**config.mk**
```make
export PLATFORM = sky130hd
export DESIGN_NAME = uart_rx_deserializer
export DESIGN_NICKNAME = d
export VERILOG_FILES = /design/src/rtl/uart_rx_deserializer.sv
export SDC_FILE = /design/constraint.sdc
export NUM_CORES = 1
export LEC_CHECK = 0
export BUFFER_PORTS_ARGS = -buffer_cell sky130_fd_sc_hd__buf_4
export CAP_MARGIN = 40
export CORE_MARGIN = 2
export CORE_UTILIZATION = 40
export DETAILED_ROUTE_END_ITERATION = 16
export PLACE_DENSITY = 0.68
export SYNTH_ARGS = -nofsm -noshare
export SYNTH_HDL_FRONTEND = slang
export SYNTH_SLANG_ARGS = --single-unit
export TNS_END_PERCENT = 50
```
**constraint.sdc**
```tcl
create_clock -name CLK -period 5.4 [get_ports CLK]
set_input_delay 0.27 -clock CLK [delete_from_list [all_inputs] [get_ports CLK]]
set_output_delay 0.27 -clock CLK [all_outputs]
set_load 0.03 [all_outputs]
```
**src/rtl/uart_rx_deserializer.sv**
```systemverilog
// Oversampling UART receiver: 3-sample majority vote per bit, LSB-first payload, optional parity, one stop bit.
// Result pulses appear (N*P) cycles after start detection, with N = 2+DATA_WIDTH+PAR_EN. There is no backpressure; each word is presented exactly once.
module uart_rx_deserializer #(
    parameter int DATA_WIDTH = 8,
    parameter int PRESCALE_W = 6
) (
    input  logic                  CLK,
    input  logic                  RST,
    input  logic                  RX_IN,
    input  logic                  PAR_EN,
    input  logic                  PAR_TYP,
    input  logic [PRESCALE_W-1:0] Prescale,
    output logic [DATA_WIDTH-1:0] P_DATA,
    output logic                  data_valid,
    output logic                  parity_error,
    output logic                  stop_error
);

    localparam int BW = (DATA_WIDTH > 1) ? $clog2(DATA_WIDTH) : 1;
    localparam logic [BW-1:0]         LAST_BIT = BW'(DATA_WIDTH - 1);
    localparam logic [PRESCALE_W-1:0] ONE      = PRESCALE_W'(1);
    localparam logic [PRESCALE_W-1:0] P8       = PRESCALE_W'(8);
    localparam logic [PRESCALE_W-1:0] P16      = PRESCALE_W'(16);
    localparam logic [PRESCALE_W-1:0] P32      = PRESCALE_W'(32);

    typedef enum logic [2:0] {IDLE, START, DATA, PARITY, STOP, DONE} state_t;

    state_t                  state_q, state_d;
    logic [PRESCALE_W-1:0]   edge_cnt_q;
    logic [BW-1:0]           bit_cnt_q;
    logic [DATA_WIDTH-1:0]   shift_q;
    logic [PRESCALE_W-1:0]   p_q;
    logic                    par_en_q, par_typ_q;
    logic                    samp0_q, samp1_q, bit_q;
    logic                    par_fail_q, stp_fail_q;
    logic [DATA_WIDTH-1:0]   p_data_q, p_data_d;
    logic                    data_valid_q, data_valid_d;
    logic                    parity_error_q, parity_error_d;
    logic                    stop_error_q, stop_error_d;

    logic [PRESCALE_W-1:0]   p_sel, half, last;
    logic                    start_det, bit_end, at_s0, at_s1, at_mid, maj, exp_par;

    // Unsupported prescale values fall back to 8.
    assign p_sel     = (Prescale == P16 || Prescale == P32) ? Prescale : P8;
    assign half      = p_q >> 1;
    assign last      = p_q - ONE;
    assign bit_end   = (edge_cnt_q == last);
    assign at_s0     = (edge_cnt_q == half - ONE);
    assign at_s1     = (edge_cnt_q == half);
    assign at_mid    = (edge_cnt_q == half + ONE);
    assign maj       = (samp0_q & samp1_q) | (samp0_q & RX_IN) | (samp1_q & RX_IN);
    assign exp_par   = (^shift_q) ^ par_typ_q;
    assign start_det = (state_q == IDLE || state_q == DONE) && !RX_IN;

    // State and output registers
    always_ff @(posedge CLK or negedge RST) begin
        if (!RST) begin
            state_q        <= IDLE;
            p_data_q       <= '0;
            data_valid_q   <= 1'b0;
            parity_error_q <= 1'b0;
            stop_error_q   <= 1'b0;
        end else begin
            state_q        <= state_d;
            p_data_q       <= p_data_d;
            data_valid_q   <= data_valid_d;
            parity_error_q <= parity_error_d;
            stop_error_q   <= stop_error_d;
        end
    end

    always_comb begin
        state_d = state_q;
        case (state_q)
            IDLE:    if (!RX_IN) state_d = START;
            START:   if (bit_end) state_d = bit_q ? IDLE : DATA;
            DATA:    if (bit_end && bit_cnt_q == LAST_BIT) state_d = par_en_q ? PARITY : STOP;
            PARITY:  if (bit_end) state_d = STOP;
            STOP:    if (bit_end) state_d = DONE;
            DONE:    state_d = RX_IN ? IDLE : START;
            default: state_d = IDLE;
        endcase
    end

    // Results are registered on the STOP->DONE transition so they are visible during DONE.
    always_comb begin
        p_data_d       = p_data_q;
        data_valid_d   = 1'b0;
        parity_error_d = 1'b0;
        stop_error_d   = 1'b0;
        if (state_q == STOP && bit_end) begin
            if (!par_fail_q && !stp_fail_q) begin
                p_data_d     = shift_q;
                data_valid_d = 1'b1;
            end else begin
                parity_error_d = par_fail_q;
                stop_error_d   = stp_fail_q;
            end
        end
    end

    always_ff @(posedge CLK or negedge RST) begin
        if (!RST) begin
            edge_cnt_q <= '0;
            bit_cnt_q  <= '0;
            shift_q    <= '0;
            p_q        <= P8;
            par_en_q   <= 1'b0;
            par_typ_q  <= 1'b0;
            samp0_q    <= 1'b0;
            samp1_q    <= 1'b0;
            bit_q      <= 1'b0;
            par_fail_q <= 1'b0;
            stp_fail_q <= 1'b0;
        end else if (state_q == IDLE || state_q == DONE) begin
            // The detection cycle itself is edge 0 of the start bit.
            edge_cnt_q <= start_det ? ONE : '0;
            bit_cnt_q  <= '0;
            par_fail_q <= 1'b0;
            stp_fail_q <= 1'b0;
            if (start_det) begin
                par_en_q  <= PAR_EN;
                par_typ_q <= PAR_TYP;
                p_q       <= p_sel;
            end
        end else begin
            edge_cnt_q <= bit_end ? '0 : edge_cnt_q + ONE;
            if (at_s0) samp0_q <= RX_IN;
            if (at_s1) samp1_q <= RX_IN;
            if (at_mid) begin
                case (state_q)
                    START:   bit_q <= maj;
                    DATA:    shift_q[bit_cnt_q] <= maj;
                    PARITY:  if (maj != exp_par) par_fail_q <= 1'b1;
                    STOP:    if (!maj) stp_fail_q <= 1'b1;
                    default: ;
                endcase
            end
            if (state_q == DATA && bit_end) bit_cnt_q <= bit_cnt_q + BW'(1);
        end
    end

    assign P_DATA       = p_data_q;
    assign data_valid   = data_valid_q;
    assign parity_error = parity_error_q;
    assign stop_error   = stop_error_q;

endmodule

```
; Word level (Yosys, flattened, before mapping)
; Index checks and enable logic that the tools add are counted.
; Widths: inputs -> output; s select.
[totals]
ff_bits = 44
latch_bits = 0
ram_bits = 0
rom_bits = 0
input_bits = 11
out_inout_bits = 11
elab_cells = 108
memories = 0
[classes]
addsub = 5
n_mul = 0
div = 0
order_cmp = 2
n_eq_ne = 19
shift = 0
muxes = 32
n_bitwise = 7
n_reduce_logical = 27
[op_table]
columns = operator, n
row1 = $mux 3, 8
row2 = $eq 6x6->1, 3
row3 = $mux 6, 3
row4 = $pmux 3 s6, 1
row5 = $mux 1, 17
row6 = $reduce_and 3->1, 4
row7 = $ne 2x2->1 const B, 5
row8 = $reduce_bool 2->1, 5
row9 = $eq 3x3->1 const B, 3
row10 = $bwmux 8, 1
row11 = $reduce_and 2->1, 4
row12 = $reduce_xor 8->1, 1
row13 = $add 5x1->6 const B, 1
row14 = $add 6x1->6 const B, 1
row15 = $eq 3x2->1 const B, 2
row16 = $eq 6x5->1, 1
row17 = $eq 6x5->1 const B, 1
row18 = $eq 6x6->1 const B, 1
row19 = $logic_and 1x1->1, 6
row20 = $sub 5x1->6 const B, 1
row21 = $sub 6x1->6 const B, 1
row22 = $reduce_and 5->1, 1
row23 = $lt 3x4->1 const B, 1
row24 = $add 3x1->3 const B, 1
row25 = other kinds (13), 19

; Longest topological paths before layout
; Gate-level depths: netlist of the first run.
[depth]
ltp_word = 8
mapped_depth = 8
ltp_nobuf = 7

; Worst setup path before layout of the first run
; No wires, ideal clock.
[synth_timing]
path_type = flip-flop to flip-flop
start = reg p_q[2]
end = reg shift_q[3]
setup_ps = 128
arrival_ps = 2083
path_slack_ps = 3189
stages_incl_launch_ff = 9
n_path_buf = 1
period_less_slack_ps = 2211
path_cell_list = dfrtp_1 -> buf_2 -> inv_1 -> ha_1 -> xor2_1 -> nor4_2 -> nand4_2 -> nor4b_2 -> mux2_1
[synth_between]
elab_chain_cells = 3
[synth_rtl]
columns = element, line
row1 = "start, declared", 32  ; logic [PRESCALE_W-1:0] p_q;
row2 = "start signal, assigned", 125  ; p_q <= p_sel;
row3 = $add 5x1->6, 51  ; assign at_mid = (edge_cnt_q == half + ONE);
row4 = $eq 6x6->1, 51
row5 = $reduce_and 3->1 (no source line), n/a
row6 = "end signal, assigned by index", 134  ; DATA: shift_q[bit_cnt_q] <= maj;
row7 = "end, declared", 31  ; logic [DATA_WIDTH-1:0] shift_q;
; No other way between the ends.
; A chain may end at the register's enable or synchronous reset.

; Worst setup path in the final report of the first run
[layout_timing]
start = reg p_q[2]
end = reg shift_q[5]
; The elaborated chain is that of the path after synthesis.

==> reports/qor.txt, run 1 <==
status: finished, final reports clean
Worst R2R Start: p_q[2]
area growth from synthesis to layout: 12.13%
highest metal used: met4
Post-Synth Adder-Cell Area: 0.03739
CTS H-tree depth: 2
Final Slew Violations: 0
Die H: 84.78 µm
largest area contributor in the netlist: dfrtp_1
endpoints failing hold: 0
Seq/Total Area, Yosys: 0.4223
RR Endpoint: shift_q[5]
ANT nets after route: 0
GRT Resource Usage Total: 0.1537
largest net degree at the start of global routing: 45
DR vias/cell: 5.457
max cap viols: 0
die area: 7187 µm²
fin util: 0.4635
crit path from: p_q[2]
area of the core: 6314 µm²
max_slew headroom: 0.3924
Post-Synth Simple-Gate Area: 0.2018
Syn Nets: 266
unrepaired setup endpoints after global routing: false
number of global-route vias before repair: 1815
insertion delay to the later sink of the worst-skew pair: 300 ps
initial antenna violation count: 0
DR iter-0 viols: 58
count of different cell masters after synthesis: 56
GP Congestion: 0.8943
Worst Hold Class: primary input to register
post-route clock period utilization: 0.4545
IO Port Bufs: 21
Die X: 84.78 µm
hold path cells: 2
share of cells above drive strength 1: 0.2045
Setup TNS: 0 ps
WP data required: 5570 ps
boundary pin count: 22
Post-Syn Instances: 248
maximum operating frequency: 407.5 MHz
critical path arrival: 2630 ps
Leak: 1.271 nW
routed wl met2: 2498 µm
Setup Buffers After CTS: 0
TritonCTS clock tree: done
CP Capture Type: register
via count: 1861
hold-fix buffers at CTS: 1
Row Count: 29
final wirelength: 5098 µm
DR DRC count: 0
Final nets: 281
met3 WL post-DR: 177 µm
R2R Setup Slk: 2950 ps
mean post-synth cell area: 10.52 µm²
R2R cell count: 7
first-pass GRT wire length: 8928 µm
Worst Setup EP: shift_q[5]
multiplexer area fraction after synthesis: 0.1103
YS warnings: 0
drt first pass iters: 5
CP Launch Type: register
number of clock sinks: 44
Setup Crit Path Kind: register to register
Fin Clk Skew: 13.78 ps
Initial Util: 0.4134
largest family of logic cells by synthesized area: simple AND/OR/NAND/NOR gates
drt wl/cell: 14.95 µm
GRT overflow: 0
final setup fails: 0
DP HPWL: 3694 µm
n_diodes: 0
clk root buf: clkbuf_8
Peak VDD IR: 0.0001612 V
Compound-Gate Fraction of Synth Area: 0.07526
power density over the cells: 402.4 nW/µm²
clk slew on worst S/H paths: 80 ps
mapped cell area: 2610 µm²
top cells by area, synth: dfrtp_1, xnor2_1, mux2_2, mux2_1, xor2_1
Longest Clk Path Bufs: 2
#FFs+latches synth: 44
M1 WL: 2406 µm
Synth Area in XOR/XNOR: 0.1122
Period minus WS final: 2454 ps
Max Fanout on Critical Path: 10
measured slew at the worst slew-check pin: 904.5 ps
CTS resizes: 0
Num CTS Buffers: 5
post-synth top area share: 0.4123
worst max-delay path: stages (launching register included):
cell and delay (ps):
dfrtp_1 530, inv_1 140, ha_1 340, xor2_1 180, nor4_2 320, nand4_2 200, nor4b_2 270, mux2_1 350
cell usage in the layout (no fill, tap or decap), types with 2 or more instances in the layout:
cell,count
nor3_1,11
mux2i_1,4
buf_4,21
nand3_1,10
mux2_1,10
a211oi_1,2
o2111ai_1,2
o211ai_1,3
o21ai_0,8
nand4_1,3
and3_1,3
xor2_1,11
ha_1,7
nand2_1,11
nor4_1,3
a21oi_1,2
mux2_2,12
nor2b_1,3
and4_1,2
nand4b_1,4
xnor2_1,18
dfrtp_1,43
nor4b_2,3
clkbuf_8,6
or3_1,2
inv_1,10
nor4_2,2
nor2_1,19
kinds of logic after synthesis:
group           after synthesis
simple gates                 87
flops                        44
xor+xnor                     31
compound gates               28
mux                          26
buf+inv                      24
fa+ha+maj                     8
worst min path at each step:
| stage | slack (ps) | endpoint | from |
|---|---|---|---|
| floorplan | -30 | P_DATA[0] | RST |
| global placement | 300 | P_DATA[6] | RST |
| detailed placement | 300 | P_DATA[6] | RST |
| CTS | 180 | par_en_q | PAR_EN |
| global route | 190 | par_en_q | PAR_EN |
| finish | 190 | par_en_q | PAR_EN |
synthesized netlist by cell type, drive strengths merged:
cell type / n
a21oi: 2
nor2b: 3
and4: 3
buf: 10
and2: 1
a211o: 1
nor3b: 1
or3b: 1
nand2b: 1
a31oi: 2
nand4b: 4
and3: 3
xor2: 12
a21boi: 1
o21ai: 9
inv: 10
mux2: 22
nand3: 11
nand2: 11
mux2i: 4
nor4: 5
or4: 1
o31ai: 1
o2111ai: 2
or3: 2
nand4: 4
nor3: 12
nor4b: 3
nand4bb: 1
a32o: 1
clkbuf: 4
a211oi: 2
maj3: 1
o211ai: 3
nor2: 19
dfrtp: 43
ha: 7
a31o: 1
o22ai: 1
dfstp: 1
xnor3: 1
o211a: 1
xnor2: 18
nand3b: 1
a41oi: 1
sequential cells by signal, indices dropped and copies added (netlist names):
| signal | cells |
|---|---|
| shift_q | 8 |
| bit_cnt_q | 3 |
| samp0_q | 1 |
| stp_fail_q | 1 |
| p_q | 6 |
| P_DATA | 8 |
| stop_error | 1 |
| samp1_q | 1 |
| state_q | 3 |
| par_typ_q | 1 |
| bit_q | 1 |
| par_en_q | 1 |
| parity_error | 1 |
| data_valid | 1 |
| edge_cnt_q | 6 |
| par_fail_q | 1 |
final cells by class:
type,instances,area [µm²]
clock buffers,6,82.58
flip-flops and latches,44,1102
well taps,77,96.34
multi-input cells,180,1401
inverters,10,37.54
clock inverters,2,38.79
repair buffers,22,167.7
fillers,628,3387
through the flow:
stage | area (µm²) | hold WS [ps] | power (W) | instances | setup WS, ps
global placement | 2795 | 303.4 | 0.0009007 | 332 | 3084
finish | 2927 | 189.2 | 0.001178 | 341 | 2946
detailed placement | 2795 | 303.8 | 0.0009159 | 332 | 2977
global route | 2927 | 186.6 | 0.001262 | 341 | 2811
floorplan | 2610 | -25.59 | 0.0008173 | 248 | 3189
CTS | 2927 | 181.8 | 0.001189 | 341 | 2946
per-layer routing:
metal  vias to the layer above  track usage
met5                         -            0
met1                       912       0.2110
met4                         0      0.03463
met3                         2      0.03245
li1                        915            -
met2                        32       0.2505
power by group:
| part | total, W | internal (W) | switching (W) | leakage (nW) |
|---|---|---|---|---|
| sequential | 0.000481 | 0.000386 | 0.0000949 | 0.588 |
| clock | 0.000266 | 0.000151 | 0.000114 | 0.0614 |
| combinational | 0.000431 | 0.000191 | 0.000240 | 0.621 |
| total | 0.00118 | 0.000728 | 0.000449 | 1.27 |
Power figures use the tool's default switching activity.
==> run 2: changes to the inputs <==
--- a/config.mk
+++ b/config.mk
@@ -10,7 +10,7 @@
 export CORE_MARGIN = 2
 export CORE_UTILIZATION = 40
 export DETAILED_ROUTE_END_ITERATION = 16
-export PLACE_DENSITY = 0.68
+export PLACE_DENSITY = 0.7
 export SYNTH_ARGS = -nofsm -noshare
 export SYNTH_HDL_FRONTEND = slang
 export SYNTH_SLANG_ARGS = --single-unit
==> constraint.sdc (replaced) <==
create_clock -name CLK -period 2.1 [get_ports CLK]
set_input_delay 0.105 -clock CLK [delete_from_list [all_inputs] [get_ports CLK]]
set_output_delay 0.105 -clock CLK [all_outputs]
set_load 0.03 [all_outputs]
==> reports/qor.txt, run 2 (synthesized netlist as in run 1, its figures left out) <==
DP HPWL: 3892 µm (was 3694 µm)
post-route clock period utilization: 0.9962 (was 0.4545)
IO Port Bufs: 21 (unchanged)
Worst R2R Start: p_q[2] (unchanged)
GRT Resource Usage Total: 0.1553 (was 0.1537)
insertion delay to the later sink of the worst-skew pair: 310 ps (was 300 ps)
highest metal used: met4 (unchanged)
routed wl met2: 2601 µm (was 2498 µm)
Die H: 84.78 µm (unchanged)
share of cells above drive strength 1: 0.3114 (was 0.2045)
n_diodes: 0 (unchanged)
clk slew on worst S/H paths: 80 ps (about the same)
Period minus WS final: 2092 ps (was 2454 ps)
max cap viols: 0 (unchanged)
Longest Clk Path Bufs: 2 (unchanged)
measured slew at the worst slew-check pin: 548.1 ps (was 904.5 ps)
maximum operating frequency: 478.0 MHz (was 407.5 MHz)
Storage cell area: 1102 µm² (unchanged)
clk root buf: clkbuf_8 (unchanged)
final setup fails: 0 (unchanged)
Final Slew Violations: 0 (unchanged)
power density over the cells: 1018 nW/µm² (was 402.4 nW/µm²)
setup slack after layout: 7.897 ps (was 2946 ps)
via count: 1970 (was 1861)
GP Congestion: 0.8654 (was 0.8943)
most common cell after layout, fill and taps aside: buf_4 (was dfrtp_1)
final wirelength: 5352 µm (was 5098 µm)
Initial Util: 0.4134 (unchanged)
CP Capture Type: register (unchanged)
hold_sp: PAR_EN (unchanged)
hold path cells: 2 (unchanged)
Max Fanout on Critical Path: 4 (was 10)
DR vias/cell: 5.383 (was 5.457)
RR Endpoint: shift_q[5] (unchanged)
Final nets: 307 (was 281)
multi-input logic area: 1505 µm² (was 1401 µm²)
CP Launch Type: register (unchanged)
number of clock sinks: 44 (unchanged)
M1 WL: 2485 µm (was 2406 µm)
area of the core: 6314 µm² (unchanged)
drt first pass iters: 4 (was 5)
unrepaired setup endpoints after global routing: true (was false)
Row Count: 29 (unchanged)
Fin Clk Skew: 6.140 ps (was 13.78 ps)
R2R cell count: 7 (unchanged)
post-route cell area: 3188 µm² (was 2927 µm²)
GRT overflow: 0 (unchanged)
status: finished, final reports clean (unchanged)
TritonCTS clock tree: done (unchanged)
Worst Hold Class: primary input to register (unchanged)
Num CTS Buffers: 5 (unchanged)
ANT nets after route: 0 (unchanged)
pre-CTS setup slack: -85.57 ps (was 2977 ps)
Filler Cell Count: 594 (was 628)
area growth from synthesis to layout: 22.15% (was 12.13%)
DR iter-0 viols: 68 (was 58)
first-pass GRT wire length: 8963 µm (was 8928 µm)
fin util: 0.5050 (was 0.4635)
endpoints failing hold: 0 (unchanged)
most frequent cells in the layout: buf_4, dfrtp_1, nor2_1, xnor2_1 (was dfrtp_1, buf_4, nor2_1, xnor2_1, mux2_2)
Leak: 1.404 nW (was 1.271 nW)
drt wl/cell: 14.62 µm (was 14.95 µm)
R2R Setup Slk: 8 ps (was 2950 ps)
WHS Endpoint: par_en_q (unchanged)
Setup Crit Path Kind: register to register (unchanged)
met3 WL post-DR: 188 µm (was 177 µm)
Peak VDD IR: 0.0004133 V (was 0.0001612 V)
initial antenna violation count: 0 (unchanged)
Die X: 84.78 µm (unchanged)
DR DRC count: 0 (unchanged)
largest net degree at the start of global routing: 45 (unchanged)
max_slew headroom: 0.6346 (was 0.3924)
CTS H-tree depth: 2 (unchanged)
WP data required: 2300 ps (was 5570 ps)
number of global-route vias before repair: 1922 (was 1815)
boundary pin count: 22 (unchanged)
Setup TNS: 0 ps (unchanged)
Post-DP Area: 2968 µm² (was 2795 µm²)
die area: 7187 µm² (unchanged)
critical path arrival: 2290 ps (was 2630 ps)
run 2: worst max path at each step:
stage / slack [ps] / start / to / cells past startpoint
2_1_floorplan: -30 / p_q[2] / shift_q[3] / 8
3_3_place_gp: -30 / p_q[2] / stop_error / 7
3_5_place_dp: -90 / p_q[2] / state_q[0] / 7
4_1_cts: -10 / p_q[2] / shift_q[5] / 7
5_1_grt: -110 / p_q[2] / shift_q[3] / 7
6_report: 8 / p_q[2] / shift_q[5] / 7
run 2: cell type report:
cell class	count	share of cell area
inverters	10	0.01256
flip-flops and latches	44	0.3458
multi-input cells	180	0.4721
clock buffers	5	0.02159
repair buffers	48	0.1138
clock inverters	2	0.003925
well taps	77	0.03022
run 2: per-layer routing:
layer / GRT usage / vias up
met5: 0 / -
met4: 0.04762 / 0
met3: 0.03245 / 12
met2: 0.2570 / 43
met1: 0.2050 / 949
li1: - / 966
run 2: report_power, final:
group	switching (W)	leakage, nW	internal, W
Combinational	0.000807	0.776	0.000745
Sequential	0.000172	0.588	0.000993
Clock	0.000301	0.0400	0.000226
Total	0.00128	1.40	0.00196
run 2: stage by stage:
stage                     std cells  hold slack, ps  power (W)
after CTS                       364           11.50   0.003146
after global routing            366           29.25   0.003453
after floorplan                 248          -190.6   0.002122
after global placement          352           133.1   0.002527
final                           366           10.96   0.003244
after detailed placement        352           137.5   0.002565
run 2: what timing repair did:
item                       in CTS  in global routing
hold buffers                    1                  0
hold endpoints to repair       43                  0
pin swaps                       6                  2
setup buffers                   4                  2
resized for setup               4                 11
setup endpoints to repair      17                 27
run 2: worst max-delay path, stage by stage, from the launching register on:
cell and delay (ps):
dfrtp_1 420, inv_4 60, ha_4 260, xor2_4 160, nor4_4 270, nand4_2 200, nor4b_2 270, mux2_1 350
